### src/rtl/uart_tx_arbiter_if.sv
// uart_tx_arbiter_if: producer request/ack bundle plus the UART transmit handshake.
interface uart_tx_arbiter_if #(
  parameter int NREQ = 4,
  parameter int DATA_W = 8
);
  logic [NREQ-1:0] req;
  logic [NREQ-1:0] req_ack;
  logic [NREQ*DATA_W-1:0] req_data;
  logic [DATA_W-1:0] tx_data;
  logic tx_stb;
  logic tx_busy;
  modport master (input req, req_data, tx_busy, output req_ack, tx_data, tx_stb);
  modport slave (output req, req_data, tx_busy, input req_ack, tx_data, tx_stb);
endinterface

### src/rtl/uart_tx_arbiter.sv
// uart_tx_arbiter: round-robin sharing of one UART transmit port among NREQ frame producers.
module uart_tx_arbiter #(
  parameter int NREQ = 4,
  parameter int DATA_W = 8,
  parameter int BUSY_WAIT = 4
) (
  input  logic clk,
  input  logic rst,
  input  logic en,
  uart_tx_arbiter_if.master bus,
  output logic [2:0] grant_id,
  output logic active,
  output logic timeout_err,
  output logic [15:0] frames_sent
);
  typedef enum logic [1:0] {IDLE, WAIT_BUSY, WAIT_DONE} state_t;
  state_t state, state_n;
  logic [2:0] last, win;
  logic [3:0] cnt;
  logic grant, done, tmo;
  // scan offsets high-to-low so the smallest offset from last+1 overrides
  always_comb begin
    win = last;
    for (int k = NREQ; k >= 1; k--)
      if (|((bus.req >> ((int'(last) + k) % NREQ)) & NREQ'(1))) win = 3'((int'(last) + k) % NREQ);
  end
  always_comb begin
    state_n = state;
    grant = 1'b0;
    done = 1'b0;
    tmo = 1'b0;
    case (state)
      IDLE: begin
        grant = en && |bus.req;
        state_n = grant ? WAIT_BUSY : IDLE;
      end
      WAIT_BUSY: begin
        tmo = !bus.tx_busy && cnt == 4'(BUSY_WAIT);
        state_n = bus.tx_busy ? WAIT_DONE : tmo ? IDLE : WAIT_BUSY;
      end
      WAIT_DONE: begin
        done = !bus.tx_busy;
        state_n = done ? IDLE : WAIT_DONE;
      end
      default: state_n = IDLE;
    endcase
  end
  always_ff @(posedge clk or negedge rst) begin
    if (!rst) state <= IDLE;
    else state <= state_n;
  end
  always_ff @(posedge clk or negedge rst) begin
    if (!rst) begin
      last <= 3'(NREQ - 1);
      cnt <= '0;
      grant_id <= '0;
      active <= 1'b0;
      timeout_err <= 1'b0;
      frames_sent <= '0;
      bus.tx_stb <= 1'b0;
      bus.req_ack <= '0;
      bus.tx_data <= '0;
    end else begin
      cnt <= state == WAIT_BUSY ? cnt + 4'd1 : '0;
      active <= state_n != IDLE;
      bus.tx_stb <= grant;
      bus.req_ack <= grant ? NREQ'(1) << win : '0;
      if (grant) begin
        bus.tx_data <= DATA_W'(bus.req_data >> (int'(win) * DATA_W));
        grant_id <= win;
        last <= win;
      end
      if (tmo) timeout_err <= 1'b1;
      if (done) frames_sent <= frames_sent + 16'd1;
    end
  end
endmodule

### src/flat_wrapper.sv
// flat-port wrapper written by rule: the top's interface ports become plain ports
module uart_tx_arbiter_flat 
#(
  parameter int NREQ = 4,
  parameter int DATA_W = 8,
  parameter int BUSY_WAIT = 4
)
  (clk, rst, en, grant_id, active, timeout_err, frames_sent, bus_req, bus_req_data, bus_tx_busy, bus_req_ack, bus_tx_data, bus_tx_stb);
  uart_tx_arbiter_if #(.NREQ(NREQ), .DATA_W(DATA_W)) bus_i ();
  input  logic clk;
  input  logic rst;
  input  logic en;
  output logic [2:0] grant_id;
  output logic active;
  output logic timeout_err;
  output logic [15:0] frames_sent;
  input wire logic [$bits(bus_i.req)-1:0] bus_req;
  input wire logic [$bits(bus_i.req_data)-1:0] bus_req_data;
  input wire logic [$bits(bus_i.tx_busy)-1:0] bus_tx_busy;
  output wire logic [$bits(bus_i.req_ack)-1:0] bus_req_ack;
  output wire logic [$bits(bus_i.tx_data)-1:0] bus_tx_data;
  output wire logic [$bits(bus_i.tx_stb)-1:0] bus_tx_stb;
  assign bus_i.req = bus_req;
  assign bus_i.req_data = bus_req_data;
  assign bus_i.tx_busy = bus_tx_busy;
  assign bus_req_ack = bus_i.req_ack;
  assign bus_tx_data = bus_i.tx_data;
  assign bus_tx_stb = bus_i.tx_stb;
  uart_tx_arbiter #(.NREQ(NREQ), .DATA_W(DATA_W), .BUSY_WAIT(BUSY_WAIT)) u_core (.clk(clk), .rst(rst), .en(en), .bus(bus_i), .grant_id(grant_id), .active(active), .timeout_err(timeout_err), .frames_sent(frames_sent));
endmodule
### config.mk
export PLATFORM = sky130hd
export DESIGN_NAME = uart_tx_arbiter_flat
export DESIGN_NICKNAME = d
export VERILOG_FILES = /design/src/rtl/uart_tx_arbiter_if.sv /design/src/rtl/uart_tx_arbiter.sv /design/src/flat_wrapper.sv
export SDC_FILE = /design/constraint.sdc
export NUM_CORES = 1
export LEC_CHECK = 0
export BUFFER_PORTS_ARGS = -buffer_cell sky130_fd_sc_hd__buf_2
export CORE_MARGIN = 10
export CORE_UTILIZATION = 39
export CTS_BUF_LIST = sky130_fd_sc_hd__clkbuf_16
export DETAILED_ROUTE_END_ITERATION = 8
export GPL_ROUTABILITY_DRIVEN = 0
export PLACE_DENSITY = 0.65
export SLEW_MARGIN = 10
export SYNTH_ARGS = -nofsm -noshare
export SYNTH_HDL_FRONTEND = slang
export SYNTH_SLANG_ARGS = --single-unit
### constraint.sdc
create_clock -name clk -period 3.15 [get_ports clk]
set_input_delay 0.1575 -clock clk [delete_from_list [all_inputs] [get_ports clk]]
set_output_delay 0.1575 -clock clk [all_outputs]
set_load 0.01 [all_outputs]
==> impl_table.tex, run 1 <==
\begin{tabular}{lr}
\hline
Metric & Value \\
\hline
\multicolumn{2}{l}{\textbf{Worst setup path}} \\
\quad Crit start category & flip-flop \\
\quad Critical path class & reg2reg \\
\quad WP depth & 6 \\
\quad Critical register-to-register path startpoint & u\_core.last[1] \\
\quad Setup slack of the most critical reg-to-reg path & about 1.1 ns \\
\quad Crit-path cells & mux2i\_1 > a221oi\_4 > buf\_4 > mux2i\_1 > a2bb2oi\_1 > o21ai\_2 \\
\quad Count of buffer and inverter cells on the critical path & 1 \\
\quad Maximum net fanout on the critical path & 20 \\
\quad Worst path slowest cell & sky130\_fd\_sc\_hd\_\_dfstp\_2 \\
\quad CP Capture Type & flip-flop \\
\quad Category of cells accounting for the largest share of critical-path delay & flip-flops \\
\quad Logic depth of the worst register-to-register path & 6 \\
\quad Arrival time reported for the critical path endpoint & between 2 and 2.5 ns \\
\quad CP Data Required Time & roughly 3.3 ns \\
\quad Worst R2R End & u\_core.bus.tx\_data[6] \\
\quad Crit path top cell by count & sky130\_fd\_sc\_hd\_\_mux2i\_1 \\
\quad Largest stage delay on the critical path & between 0.6 and 0.7 ns \\
\multicolumn{2}{l}{\textbf{Clock network}} \\
\quad Buffer depth of the longest clock path & 2 \\
\quad TritonCTS clock tree & done \\
\quad Clock latency at the later pin of the worst-skew pair & 0.28 ns \\
\quad Setup fix buffers added after clock tree synthesis & 0 \\
\quad TritonCTS sink count & 42 \\
\quad Cell chosen for the clock root & sky130\_fd\_sc\_hd\_\_clkbuf\_16 \\
\quad Clock-pin slew on the worst setup and hold paths & $\sim$0.050 ns \\
\quad H-tree levels & 2 \\
\quad Resized cells post-CTS & 0 \\
\quad Total clock buffers created by CTS & 5 \\
\quad Hold Buf Count CTS & 0 \\
\multicolumn{2}{l}{\textbf{Finish}} \\
\quad Area growth, synth to finish & 28.1\% \\
\quad Finished Layout Cells & $\sim$310 \\
\quad \# nets final & roughly 290 \\
\quad Share of final-layout standard cells stronger than drive strength 1 & 0.385 \\
\quad Antenna Cells & 0 \\
\quad Utilization of the core after routing & 0.529 \\
\multicolumn{2}{l}{\textbf{Floorplan}} \\
\quad Boundary Pins & between 70 and 80 \\
\quad Row count & 25 \\
\quad Die Area & about 8400 um2 \\
\quad Starting utilization of the core area & 0.413 \\
\quad Vert. Die Dim & $\sim$91 um \\
\quad Core outline area & between 4000 and 5000 um2 \\
\quad Die Wd & between 90 and 100 um \\
\multicolumn{2}{l}{\textbf{Timing}} \\
\quad Final-layout setup total negative slack & 0 ns \\
\quad Pins over their slew limit & 0 \\
\quad Worst-case hold slack & about 0.016 ns \\
\quad Ratio of final minimum period to clock period & 0.656 \\
\quad Number of hold violations in the final report & 0 \\
\quad Transition time of the tightest slew-check pin & approximately 0.91 ns \\
\quad Max-slew headroom & 0.390 \\
\quad Post-Route Skew & roughly 0.0050 ns \\
\quad Period minus WS final & 2.07 ns \\
\quad FMAX & roughly 480 MHz \\
\quad RSZ-0062 raised after global routing & no \\
\quad Setup violations, final & 0 \\
\multicolumn{2}{l}{\textbf{Logic synthesis}} \\
\quad Leading register cell type out of synthesis & sky130\_fd\_sc\_hd\_\_dfrtp\_1 \\
\quad Top post-synthesis cells by count & sky130\_fd\_sc\_hd\_\_dfrtp\_1, sky130\_fd\_sc\_hd\_\_mux2i\_1, sky130\_fd\_sc\_hd\_\_nand2\_1, sky130\_fd\_sc\_hd\_\_nor2\_1, sky130\_fd\_sc\_hd\_\_xnor2\_1 \\
\quad Yosys cell types & 37 \\
\quad Sequential fraction of the synthesis area & 0.530 \\
\quad Most repeated cell in the gate-level netlist after synthesis & sky130\_fd\_sc\_hd\_\_dfrtp\_1 \\
\quad Synthesized Nets & $\sim$210 \\
\quad Yosys top cell area share & 0.503 \\
\quad Number of synthesized flops with an enable pin & 0 \\
\quad Cell count after synthesis & roughly 170 \\
\quad Synth Register Bits & 42 \\
\quad Area of the mapped netlist & 1990 um2 \\
\quad Biggest area contributors in the synthesized netlist & sky130\_fd\_sc\_hd\_\_dfrtp\_1, sky130\_fd\_sc\_hd\_\_mux2i\_1, sky130\_fd\_sc\_hd\_\_xnor2\_1 \\
\quad Count of synthesis-stage warnings from yosys & 0 \\
\quad Async S/R FF share, synth & 1.00 \\
\quad Post-synthesis cell type with the largest combined area & sky130\_fd\_sc\_hd\_\_dfrtp\_1 \\
\quad Mean instance size in the synthesized netlist & approximately 12 um2 \\
\multicolumn{2}{l}{\textbf{Global routing}} \\
\quad All-layer global routing usage & 0.108 \\
\quad Wire length of the first global-routing pass & 7490 um \\
\quad Overflow left after global routing & 0 \\
\quad Antenna violations before repair & 0 \\
\quad Vias in the first global route & roughly 1600 \\
\quad Maximum number of pins on one net before global-route repair & 43 \\
\multicolumn{2}{l}{\textbf{Drt}} \\
\quad Detailed-route wire length per cell & between 10 and 15 um \\
\quad Number of remaining DRC errors & 0 \\
\quad Detailed router's first-iteration violation count & 29 \\
\quad Number of vias per cell & 4.72 \\
\quad Post-Route WL & between 4000 and 5000 um \\
\quad Count of nets left with antenna violations after detail routing & 0 \\
\quad Total via count in the routed design & 1469 \\
\quad First-pass iteration count of the detailed router & 4 \\
\multicolumn{2}{l}{\textbf{Worst hold path}} \\
\quad Class of the tightest hold or removal check & in2async \\
\multicolumn{2}{l}{\textbf{Pwr}} \\
\quad Standby leakage power & $\sim$1.3 nW \\
\quad Clk network pwr share & 0.241 \\
\quad Power per Cell Area & 780 nW/um2 \\
\quad Net switching component of the power & between 0.6 and 0.7 mW \\
\quad Design internal power & 1.31 mW \\
\quad Portion of total power attributed to combinational logic & 0.351 \\
\quad Switch share & 0.340 \\
\quad Peak VDD IR & 0.000451 V \\
\quad Reg power frac & 0.408 \\
\multicolumn{2}{l}{\textbf{Place}} \\
\quad IO Port Bufs & 73 \\
\quad Estimated wirelength of the detail-placed design & roughly 3500 um \\
\quad Number of instances in the placed design & approximately 300 \\
\multicolumn{2}{l}{\textbf{Flow run}} \\
\quad Number of violations of the max-capacitance limit & 0 \\
\multicolumn{2}{l}{\textbf{Status}} \\
\quad Result of the run & finished, final reports clean \\
\hline
\end{tabular}
==> sequential cells by signal, indices dropped and copies added, names as in the netlist <==
register and cells:
u_core.bus.tx_stb 1, u_core.state 2, u_core.last 3, u_core.bus.req_ack 4
u_core.timeout_err 1, u_core.bus.tx_data 8, u_core.frames_sent 16, u_core.grant_id 2
u_core.active 1, u_core.cnt 4
==> power groups by stage <==
stage          clock network [mW]  logic [mW]  registers (mW)
6_report                    0.479       0.698           0.809
5_1_grt                     0.517       0.771           0.831
4_1_cts                     0.494       0.714           0.808
3_5_place_dp                    0       0.712           0.817
3_3_place_gp                    0       0.705           0.813
2_1_floorplan                   0       0.455           0.845
==> worst reg2reg max path, cell delays in order (launching register included) <==
cell and delay, ns:
sky130_fd_sc_hd__dfstp_2 0.61, sky130_fd_sc_hd__mux2i_1 0.14, sky130_fd_sc_hd__a221oi_4 0.29, sky130_fd_sc_hd__buf_4 0.34
sky130_fd_sc_hd__mux2i_1 0.27, sky130_fd_sc_hd__a2bb2oi_1 0.22, sky130_fd_sc_hd__o21ai_2 0.07
==> worst max-delay path by stage <==
stage | start | to | slack [ns]
floorplan | u_core.last[1] | u_core.bus.tx_data[2] | 1.39
global placement | u_core.last[1] | u_core.bus.tx_data[6] | 1.11
detailed placement | u_core.last[1] | u_core.bus.tx_data[6] | 1.10
CTS | u_core.last[1] | u_core.bus.tx_data[6] | 1.08
global route | u_core.last[1] | u_core.bus.tx_data[6] | 0.96
finish | u_core.last[1] | u_core.bus.tx_data[6] | 1.08
==> cells by family (layout without fill, tap and decap cells) <==
logic type	count (synthesis)	in the layout	synth area share
AND/OR/NAND/NOR	49	49	0.129
flip-flops	42	42	0.530
AO/OA/AOI/OAI	26	26	0.115
multiplexers	19	19	0.0963
XOR/XNOR	17	17	0.0749
buffers and inverters	12	88	0.0365
adder cells (fa/ha/maj)	3	3	0.0189
==> routing by layer <==
layer / global-route usage / wire length, um / part of all wire / up-vias
li1: - / - / - / 728
met5: 0 / 0 / 0 / -
met2: 0.193 / 2370 / 0.53 / 31
met1: 0.115 / 1840 / 0.41 / 707
met3: 0.0387 / 244 / 0.054 / 3
met4: 0.0352 / 25 / 0.0056 / 0
==> per-stage QoR <==
| stage | worst slack [ns] | power (mW) | area, um2 |
|---|---|---|---|
| 6_report | 1.08 | 1.99 | 2550 |
| 3_5_place_dp | 1.10 | 1.53 | 2410 |
| 5_1_grt | 0.959 | 2.12 | 2550 |
| 2_1_floorplan | 1.39 | 1.30 | 1990 |
| 4_1_cts | 1.08 | 2.02 | 2550 |
| 3_3_place_gp | 1.11 | 1.52 | 2410 |
==> placed cells by master (no fill, tap or decap), types with 2 or more instances in the layout <==
cell	count
sky130_fd_sc_hd__a2bb2oi_1	8
sky130_fd_sc_hd__and2_1	2
sky130_fd_sc_hd__and3_1	3
sky130_fd_sc_hd__buf_2	73
sky130_fd_sc_hd__clkbuf_16	5
sky130_fd_sc_hd__dfrtp_1	40
sky130_fd_sc_hd__dfstp_2	2
sky130_fd_sc_hd__ha_1	3
sky130_fd_sc_hd__inv_1	5
sky130_fd_sc_hd__mux2i_1	18
sky130_fd_sc_hd__nand2_1	13
sky130_fd_sc_hd__nand2b_1	2
sky130_fd_sc_hd__nand3_1	7
sky130_fd_sc_hd__nor2_1	13
sky130_fd_sc_hd__nor2b_1	2
sky130_fd_sc_hd__o21a_1	2
sky130_fd_sc_hd__o21ai_1	5
sky130_fd_sc_hd__o21ai_2	4
sky130_fd_sc_hd__o31ai_1	2
sky130_fd_sc_hd__xnor2_1	13
sky130_fd_sc_hd__xor2_1	4
==> cell type report <==
cell class | instances | area, um2
Clock buffer | 5 | 125
Clock inverter | 3 | 16.3
Fill cell | 456 | 2270
Inverter | 6 | 22.5
Multi-Input combinational cell | 114 | 873
Sequential cell | 42 | 1050
Tap cell | 67 | 83.8
Timing Repair Buffer | 74 | 373
(Power assumes the default switching activity.)
==> run 2: changes to the inputs <==
--- a/config.mk
+++ b/config.mk
@@ -11,7 +11,7 @@
 export CTS_BUF_LIST = sky130_fd_sc_hd__clkbuf_16
 export DETAILED_ROUTE_END_ITERATION = 8
 export GPL_ROUTABILITY_DRIVEN = 0
-export PLACE_DENSITY = 0.65
+export PLACE_DENSITY = 0.67
 export SLEW_MARGIN = 10
 export SYNTH_ARGS = -nofsm -noshare
 export SYNTH_HDL_FRONTEND = slang
==> constraint.sdc (replaced) <==
create_clock -name clk -period 1.8 [get_ports clk]
set_input_delay 0.09 -clock clk [delete_from_list [all_inputs] [get_ports clk]]
set_output_delay 0.09 -clock clk [all_outputs]
set_load 0.01 [all_outputs]
==> run 2 against run 1 <==
Via count increased by 3.1%; sequential share of layout area decreased by 2.9 points; sequential power increased by 73%; die area unchanged; non-clock buffer count increased by 11; register-to-register slack got worse by 1.1 ns; utilization increased by 4.1 points; flip-flop and latch count unchanged; first-iteration DRC count increased by 14%; wire length increased by 3.4%; fmax increased by 15%; worst hold slack improved by 0.056 ns.
==> impl_table.tex, run 2 (same netlist as run 1, synthesis figures left out) <==
\begin{tabular}{lr}
\hline
Metric & Value \\
\hline
\multicolumn{2}{l}{\textbf{Timing}} \\
\quad Least setup slack across all paths after layout & between 0.003 and 0.004 ns \\
\quad Max-slew headroom & 0.630 \\
\quad FMAX & roughly 560 MHz \\
\quad Post-Route Skew & around 0.0038 ns \\
\quad Period minus WS final & between 1.5 and 2 ns \\
\quad Number of hold violations in the final report & 0 \\
\quad Pins over their slew limit & 0 \\
\quad RSZ-0062 raised after global routing & yes \\
\quad Setup violations, final & 0 \\
\quad Transition time of the tightest slew-check pin & 0.554 ns \\
\quad Final-layout setup total negative slack & 0 ns \\
\quad Ratio of final minimum period to clock period & 0.998 \\
\multicolumn{2}{l}{\textbf{Finish}} \\
\quad Multi-input gate area in the final layout & about 890 um2 \\
\quad \# nets final & about 300 \\
\quad Share of final-layout standard cells stronger than drive strength 1 & 0.420 \\
\quad Most common cell after layout, fill and taps aside & sky130\_fd\_sc\_hd\_\_buf\_2 \\
\quad Area growth, synth to finish & 37.9\% \\
\quad Register name with the most flops & u\_core.frames\_sent \\
\quad Antenna Cells & 0 \\
\quad Registers with the most flip-flops & u\_core.frames\_sent (16), u\_core.bus.tx\_data (8) \\
\quad Highest-count cells in the layout ignoring fill and taps & sky130\_fd\_sc\_hd\_\_buf\_2, sky130\_fd\_sc\_hd\_\_dfrtp\_1, sky130\_fd\_sc\_hd\_\_mux2i\_1 \\
\quad Seq. cell area & about 1100 um2 \\
\quad Fill cells & between 400 and 500 \\
\quad Finished Layout Cells & about 320 \\
\quad Utilization of the core after routing & 0.569 \\
\quad Flip-flop count of the largest register after layout & 16 \\
\multicolumn{2}{l}{\textbf{Worst setup path}} \\
\quad CP Capture Type & flip-flop \\
\quad Crit start category & flip-flop \\
\quad Critical path class & reg2reg \\
\quad Count of buffer and inverter cells on the critical path & 2 \\
\quad Largest stage delay on the critical path & roughly 0.56 ns \\
\quad CP Data Required Time & $\sim$2.0 ns \\
\quad Arrival time reported for the critical path endpoint & between 1.5 and 2 ns \\
\quad Crit-path cells & mux2i\_2 > a221oi\_4 > buf\_6 > buf\_12 > mux2i\_1 > a2bb2oi\_1 > o21ai\_2 \\
\quad Worst path slowest cell & sky130\_fd\_sc\_hd\_\_dfstp\_2 \\
\quad Maximum net fanout on the critical path & 5 \\
\quad Category of cells accounting for the largest share of critical-path delay & compound AO/OA/AOI/OAI gates \\
\multicolumn{2}{l}{\textbf{Clock network}} \\
\quad Buffer depth of the longest clock path & 2 \\
\quad Clock latency at the later pin of the worst-skew pair & around 0.28 ns \\
\quad TritonCTS clock tree & done \\
\quad Clock-pin slew on the worst setup and hold paths & 0.06 ns \\
\quad Cell chosen for the clock root & sky130\_fd\_sc\_hd\_\_clkbuf\_16 \\
\quad H-tree levels & 2 \\
\quad TritonCTS sink count & 42 \\
\quad Total clock buffers created by CTS & 5 \\
\multicolumn{2}{l}{\textbf{Global routing}} \\
\quad Maximum number of pins on one net before global-route repair & 23 \\
\quad Antenna violations before repair & 0 \\
\quad All-layer global routing usage & 0.117 \\
\quad Wire length of the first global-routing pass & a little under 8000 um \\
\quad Vias in the first global route & about 1700 \\
\quad Overflow left after global routing & 0 \\
\multicolumn{2}{l}{\textbf{Drt}} \\
\quad First-pass iteration count of the detailed router & 4 \\
\quad Routed metal-1 wirelength & around 1900 um \\
\quad Number of vias per cell & about 4.7 \\
\quad Number of remaining DRC errors & 0 \\
\quad Detailed router's first-iteration violation count & 33 \\
\quad Detailed route wirelength on metal2 & 2430 um \\
\quad Total via count in the routed design & around 1500 \\
\quad Post-Route WL & $\sim$4600 um \\
\quad Top routing layer in use & met4 \\
\quad Count of nets left with antenna violations after detail routing & 0 \\
\quad Detailed-route wire length per cell & between 10 and 15 um \\
\quad Met3 routed WL & about 240 um \\
\multicolumn{2}{l}{\textbf{Pwr}} \\
\quad Peak VDD IR & $\sim$0.00076 V \\
\quad Standby leakage power & 1.44 nW \\
\quad Pwr Total & slightly below 4 mW \\
\quad Power per Cell Area & around 1400 nW/um2 \\
\multicolumn{2}{l}{\textbf{Floorplan}} \\
\quad Die Wd & $\sim$91 um \\
\quad Vert. Die Dim & slightly above 90 um \\
\quad Die Area & 8350 um2 \\
\quad Starting utilization of the core area & 0.413 \\
\quad Row count & 25 \\
\quad Boundary Pins & 74 \\
\quad Core outline area & slightly below 5000 um2 \\
\multicolumn{2}{l}{\textbf{Flow run}} \\
\quad Number of violations of the max-capacitance limit & 0 \\
\multicolumn{2}{l}{\textbf{Place}} \\
\quad Worst setup timing slack at the placement stage & -0.0289 ns \\
\quad IO Port Bufs & between 70 and 80 \\
\quad Number of instances in the placed design & 309 \\
\multicolumn{2}{l}{\textbf{Status}} \\
\quad Result of the run & finished, final reports clean \\
\multicolumn{2}{l}{\textbf{Worst hold path}} \\
\quad Class of the tightest hold or removal check & in2reg \\
\hline
\end{tabular}
-- run 2: cell count changes in the layout (fill, tap and decap cells not counted), moves of 2 or more --
| cell | delta |
|---|---|
| sky130_fd_sc_hd__buf_4 | +4 |
| sky130_fd_sc_hd__inv_1 | +2 |
| sky130_fd_sc_hd__mux2i_2 | +2 |
| sky130_fd_sc_hd__mux2i_1 | -2 |
| sky130_fd_sc_hd__buf_6 | +2 |
| sky130_fd_sc_hd__buf_12 | +3 |
-- run 2: power breakdown --
group / total [mW] / leakage, nW / switching (mW) / internal [mW]
logic: 1.52 / 0.809 / 0.715 / 0.810
clock network: 0.972 / 0.0864 / 0.329 / 0.643
registers: 1.40 / 0.550 / 0.185 / 1.21
total: 3.89 / 1.44 / 1.23 / 2.67
-- run 2: through the flow --
| stage | instance area [um2] | hold slack [ns] |
|---|---|---|
| floorplan | 1990 | -0.206 |
| global placement | 2490 | 0.0956 |
| detailed placement | 2490 | 0.0976 |
| CTS | 2760 | 0.0691 |
| global route | 2740 | 0.0779 |
| finish | 2740 | 0.0720 |
-- run 2: what timing repair did --
| item | 4_1_cts | 5_1_grt |
|---|---|---|
| setup buffers | 3 | 0 |
| endpoints found under the setup margin | 7 | 8 |
| hold buffers | 1 | 0 |
| gates resized for setup | 5 | 2 |
| hold endpoints to repair | 21 | 0 |
| pin swaps | 1 | 0 |
| cloned | 2 | 0 |
-- run 2: final cells by class --
type / instances / area share
sequential: 42 / 0.384
timing repair buffer: 85 / 0.193
inverter: 6 / 0.00821
tap: 67 / 0.0306
clock buffer: 5 / 0.0456
multi-input combinational: 114 / 0.325
clock inverter: 3 / 0.0137
-- run 2: worst paths after layout --
path,start,to,slack [ns],cells past startpoint
max,u_core.last[1],u_core.bus.tx_data[6],0.004,7
min,bus_req_data[27],u_core.bus.tx_data[3],0.07,3
max reg2reg,u_core.last[1],u_core.bus.tx_data[6],0.004,7
min reg2reg,u_core.timeout_err,u_core.timeout_err,0.46,1
max in group asynchronous,rst,u_core.last[0],0.91,3
min in group asynchronous,rst,u_core.bus.tx_data[4],0.33,2
-- run 2: tightest hold or removal path: stages --
cell                      delay (ns)
sky130_fd_sc_hd__buf_2          0.07
sky130_fd_sc_hd__mux2i_1        0.05
sky130_fd_sc_hd__o21ai_1        0.10
-- run 2: metal layers --
| layer | vias up | GRT usage |
|---|---|---|
| met5 | - | 0 |
| met4 | 0 | 0.0352 |
| met3 | 6 | 0.0477 |
| met2 | 32 | 0.200 |
| met1 | 717 | 0.129 |
| li1 | 759 | - |
==> run 3: changes to the inputs <==
==> constraint.sdc (replaced) <==
create_clock -name clk -period 1.45 [get_ports clk]
set_input_delay 0.0725 -clock clk [delete_from_list [all_inputs] [get_ports clk]]
set_output_delay 0.0725 -clock clk [all_outputs]
set_load 0.01 [all_outputs]
==> run 3 against run 2 <==
The flow now finishes with violations (setup timing); design area grew 4.0%; clock-buffer cell count is the same; largest cell class unchanged; worst hold slack worse by 0.0011 ns; clock skew is 0.0016 ns lower; non-clock buffer count increased by 11; fmax is 2.7% higher; clock power grew 6%; flip-flop and latch count stayed put; critical path depth is 1 lower; total power increased by 22%.
==> impl_table.tex, run 3 (same netlist as run 1, synthesis figures left out) <==
\begin{tabular}{lr}
\hline
Metric & Value \\
\hline
\multicolumn{2}{l}{\textbf{Flow run}} \\
\quad Number of violations of the max-capacitance limit & 0 \\
\multicolumn{2}{l}{\textbf{Clock network}} \\
\quad TritonCTS sink count & 42 \\
\quad TritonCTS clock tree & done \\
\quad Cell chosen for the clock root & sky130\_fd\_sc\_hd\_\_clkbuf\_16 \\
\quad H-tree levels & 2 \\
\quad Buffer depth of the longest clock path & 2 \\
\quad Clock-pin slew on the worst setup and hold paths & about 0.060 ns \\
\quad Clock latency at the later pin of the worst-skew pair & between 0.2 and 0.3 ns \\
\quad Total clock buffers created by CTS & 5 \\
\multicolumn{2}{l}{\textbf{Floorplan}} \\
\quad Die Wd & $\sim$91 um \\
\quad Starting utilization of the core area & 0.413 \\
\quad Row count & 25 \\
\quad Boundary Pins & 74 \\
\quad Vert. Die Dim & 91.4 um \\
\quad Core outline area & 4820 um2 \\
\quad Die Area & $\sim$8400 um2 \\
\multicolumn{2}{l}{\textbf{Finish}} \\
\quad Highest-count cells in the layout ignoring fill and taps & sky130\_fd\_sc\_hd\_\_buf\_2, sky130\_fd\_sc\_hd\_\_dfrtp\_1, sky130\_fd\_sc\_hd\_\_buf\_4, sky130\_fd\_sc\_hd\_\_mux2i\_1 \\
\quad Share of final-layout standard cells stronger than drive strength 1 & 0.496 \\
\quad Antenna Cells & 0 \\
\quad Register name with the most flops & u\_core.frames\_sent \\
\quad Fill cells & 440 \\
\quad Area growth, synth to finish & 43.5\% \\
\quad Registers with the most flip-flops & u\_core.frames\_sent (16), u\_core.bus.tx\_data (8) \\
\quad Total non-filler cell area in the finished layout & between 2000 and 3000 um2 \\
\quad Finished Layout Cells & between 300 and 400 \\
\quad Flip-flop count of the largest register after layout & 16 \\
\quad \# nets final & about 310 \\
\quad Most common cell after layout, fill and taps aside & sky130\_fd\_sc\_hd\_\_buf\_2 \\
\multicolumn{2}{l}{\textbf{Pwr}} \\
\quad Power per Cell Area & 1660 nW/um2 \\
\quad Pwr Total & around 4.7 mW \\
\quad Peak VDD IR & 0.000849 V \\
\quad Standby leakage power & 1.47 nW \\
\multicolumn{2}{l}{\textbf{Global routing}} \\
\quad All-layer global routing usage & 0.119 \\
\quad Overflow left after global routing & 0 \\
\quad Vias in the first global route & 1650 \\
\quad Maximum number of pins on one net before global-route repair & 25 \\
\quad Antenna violations before repair & 0 \\
\quad Wire length of the first global-routing pass & roughly 8100 um \\
\multicolumn{2}{l}{\textbf{Worst setup path}} \\
\quad CP Data Required Time & 1.62 ns \\
\quad Critical path class & reg2reg \\
\quad Logic depth of the worst register-to-register path & 6 \\
\quad Critical register-to-register path startpoint & u\_core.last[0] \\
\quad Worst R2R End & u\_core.bus.tx\_data[2] \\
\quad Setup slack of the most critical reg-to-reg path & -0.30 ns \\
\quad Crit start category & flip-flop \\
\quad Arrival time reported for the critical path endpoint & between 1.5 and 2 ns \\
\quad CP Capture Type & flip-flop \\
\quad Maximum net fanout on the critical path & 14 \\
\multicolumn{2}{l}{\textbf{Status}} \\
\quad Result of the run & finished, violations left \\
\quad Violated checks & setup timing \\
\multicolumn{2}{l}{\textbf{Timing}} \\
\quad Least setup slack across all paths after layout & -0.300 ns \\
\quad RSZ-0062 raised after global routing & yes \\
\quad Setup violations, final & 14 \\
\quad Pins over their slew limit & 0 \\
\quad Period minus WS final & 1.75 ns \\
\quad Max-slew headroom & 0.697 \\
\quad Transition time of the tightest slew-check pin & 0.455 ns \\
\quad Post-Route Skew & around 0.0023 ns \\
\quad Worst-case hold slack & 0.0709 ns \\
\quad Ratio of final minimum period to clock period & 1.21 \\
\quad Number of hold violations in the final report & 0 \\
\quad FMAX & about 570 MHz \\
\multicolumn{2}{l}{\textbf{Drt}} \\
\quad Detailed router's first-iteration violation count & 37 \\
\quad Detailed-route wire length per cell & roughly 15 um \\
\quad Number of vias per cell & roughly 4.7 \\
\quad First-pass iteration count of the detailed router & 3 \\
\quad Number of remaining DRC errors & 0 \\
\quad Count of nets left with antenna violations after detail routing & 0 \\
\quad Total via count in the routed design & about 1600 \\
\quad Post-Route WL & roughly 4900 um \\
\multicolumn{2}{l}{\textbf{Place}} \\
\quad Worst setup timing slack at the placement stage & -0.352 ns \\
\quad Area after detailed placement & $\sim$2600 um2 \\
\quad IO Port Bufs & between 70 and 80 \\
\quad Number of instances in the placed design & 320 \\
\quad Estimated wirelength of the detail-placed design & roughly 3800 um \\
\multicolumn{2}{l}{\textbf{Worst hold path}} \\
\quad Startpoint of the lowest-slack hold path & bus\_req\_data[30] \\
\quad Worst hold path depth & 3 \\
\quad Class of the tightest hold or removal check & in2reg \\
\quad Hold Crit Endpoint & u\_core.bus.tx\_data[6] \\
\hline
\end{tabular}
-- run 3: cell types whose count changed in the layout (fill, tap and decap cells not counted), sizes merged --
| cell | change |
|---|---|
| buf | +12 |
| bufinv | -1 |
| inv | -1 |
| bufbuf | -1 |
| clkinv | +2 |
-- run 3: cell type report --
| cell class | count | area [um2] | area share |
|---|---|---|---|
| clock buffer | 5 | 125 | 0.0439 |
| multi-input combinational | 114 | 968 | 0.339 |
| timing repair buffer | 96 | 586 | 0.205 |
| sequential | 42 | 1050 | 0.370 |
| inverter | 6 | 22.5 | 0.00789 |
| tap | 67 | 83.8 | 0.0294 |
| clock inverter | 3 | 12.5 | 0.00439 |
-- run 3: routing by layer --
layer  track usage  up-vias  part of all wire
li1              -      778                 -
met1         0.128      747              0.40
met2         0.217       23              0.55
met3        0.0362        4             0.040
met4        0.0352        0            0.0076
met5             0        -                 0
-- run 3: worst max-delay path by stage --
stage,endpoint,slack (ns),startpoint
after floorplan,u_core.bus.tx_data[2],-0.29,u_core.last[1]
after global placement,u_core.bus.tx_data[0],-0.30,u_core.last[0]
after detailed placement,u_core.bus.tx_data[6],-0.35,u_core.last[0]
after CTS,u_core.bus.tx_data[2],-0.32,u_core.last[0]
after global routing,u_core.bus.tx_data[0],-0.38,u_core.last[0]
final,u_core.bus.tx_data[2],-0.30,u_core.last[0]
-- run 3: timing repair --
item,CTS,global route
setup endpoints to repair,22,24
hold buffers,1,0
pin swaps,7,6
endpoints found under the hold margin,18,0
buffers inserted,1,3
resized for setup,5,16
-- run 3: power breakdown --
group	leakage (nW)	total [mW]	internal (mW)	switching, mW
Combinational	0.851	1.96	1.02	0.941
Sequential	0.548	1.74	1.51	0.234
Clock	0.0724	1.03	0.621	0.411
Total	1.47	4.74	3.15	1.59
-- run 3: critical path, stage by stage, from the launching register on --
cell                        delay (ns)
sky130_fd_sc_hd__dfstp_2          0.58
sky130_fd_sc_hd__mux2i_2          0.10
sky130_fd_sc_hd__a221oi_4         0.30
sky130_fd_sc_hd__buf_12           0.19
sky130_fd_sc_hd__mux2i_1          0.24
sky130_fd_sc_hd__a2bb2oi_2        0.17
sky130_fd_sc_hd__o21ai_2          0.06
-- run 3: through the flow --
stage	TNS (ns)	util
CTS	-2.43	0.573
global placement	-2.55	0.536
detailed placement	-2.94	0.536
floorplan	-2.47	-
finish	-2.43	0.592
global route	-3.61	0.592
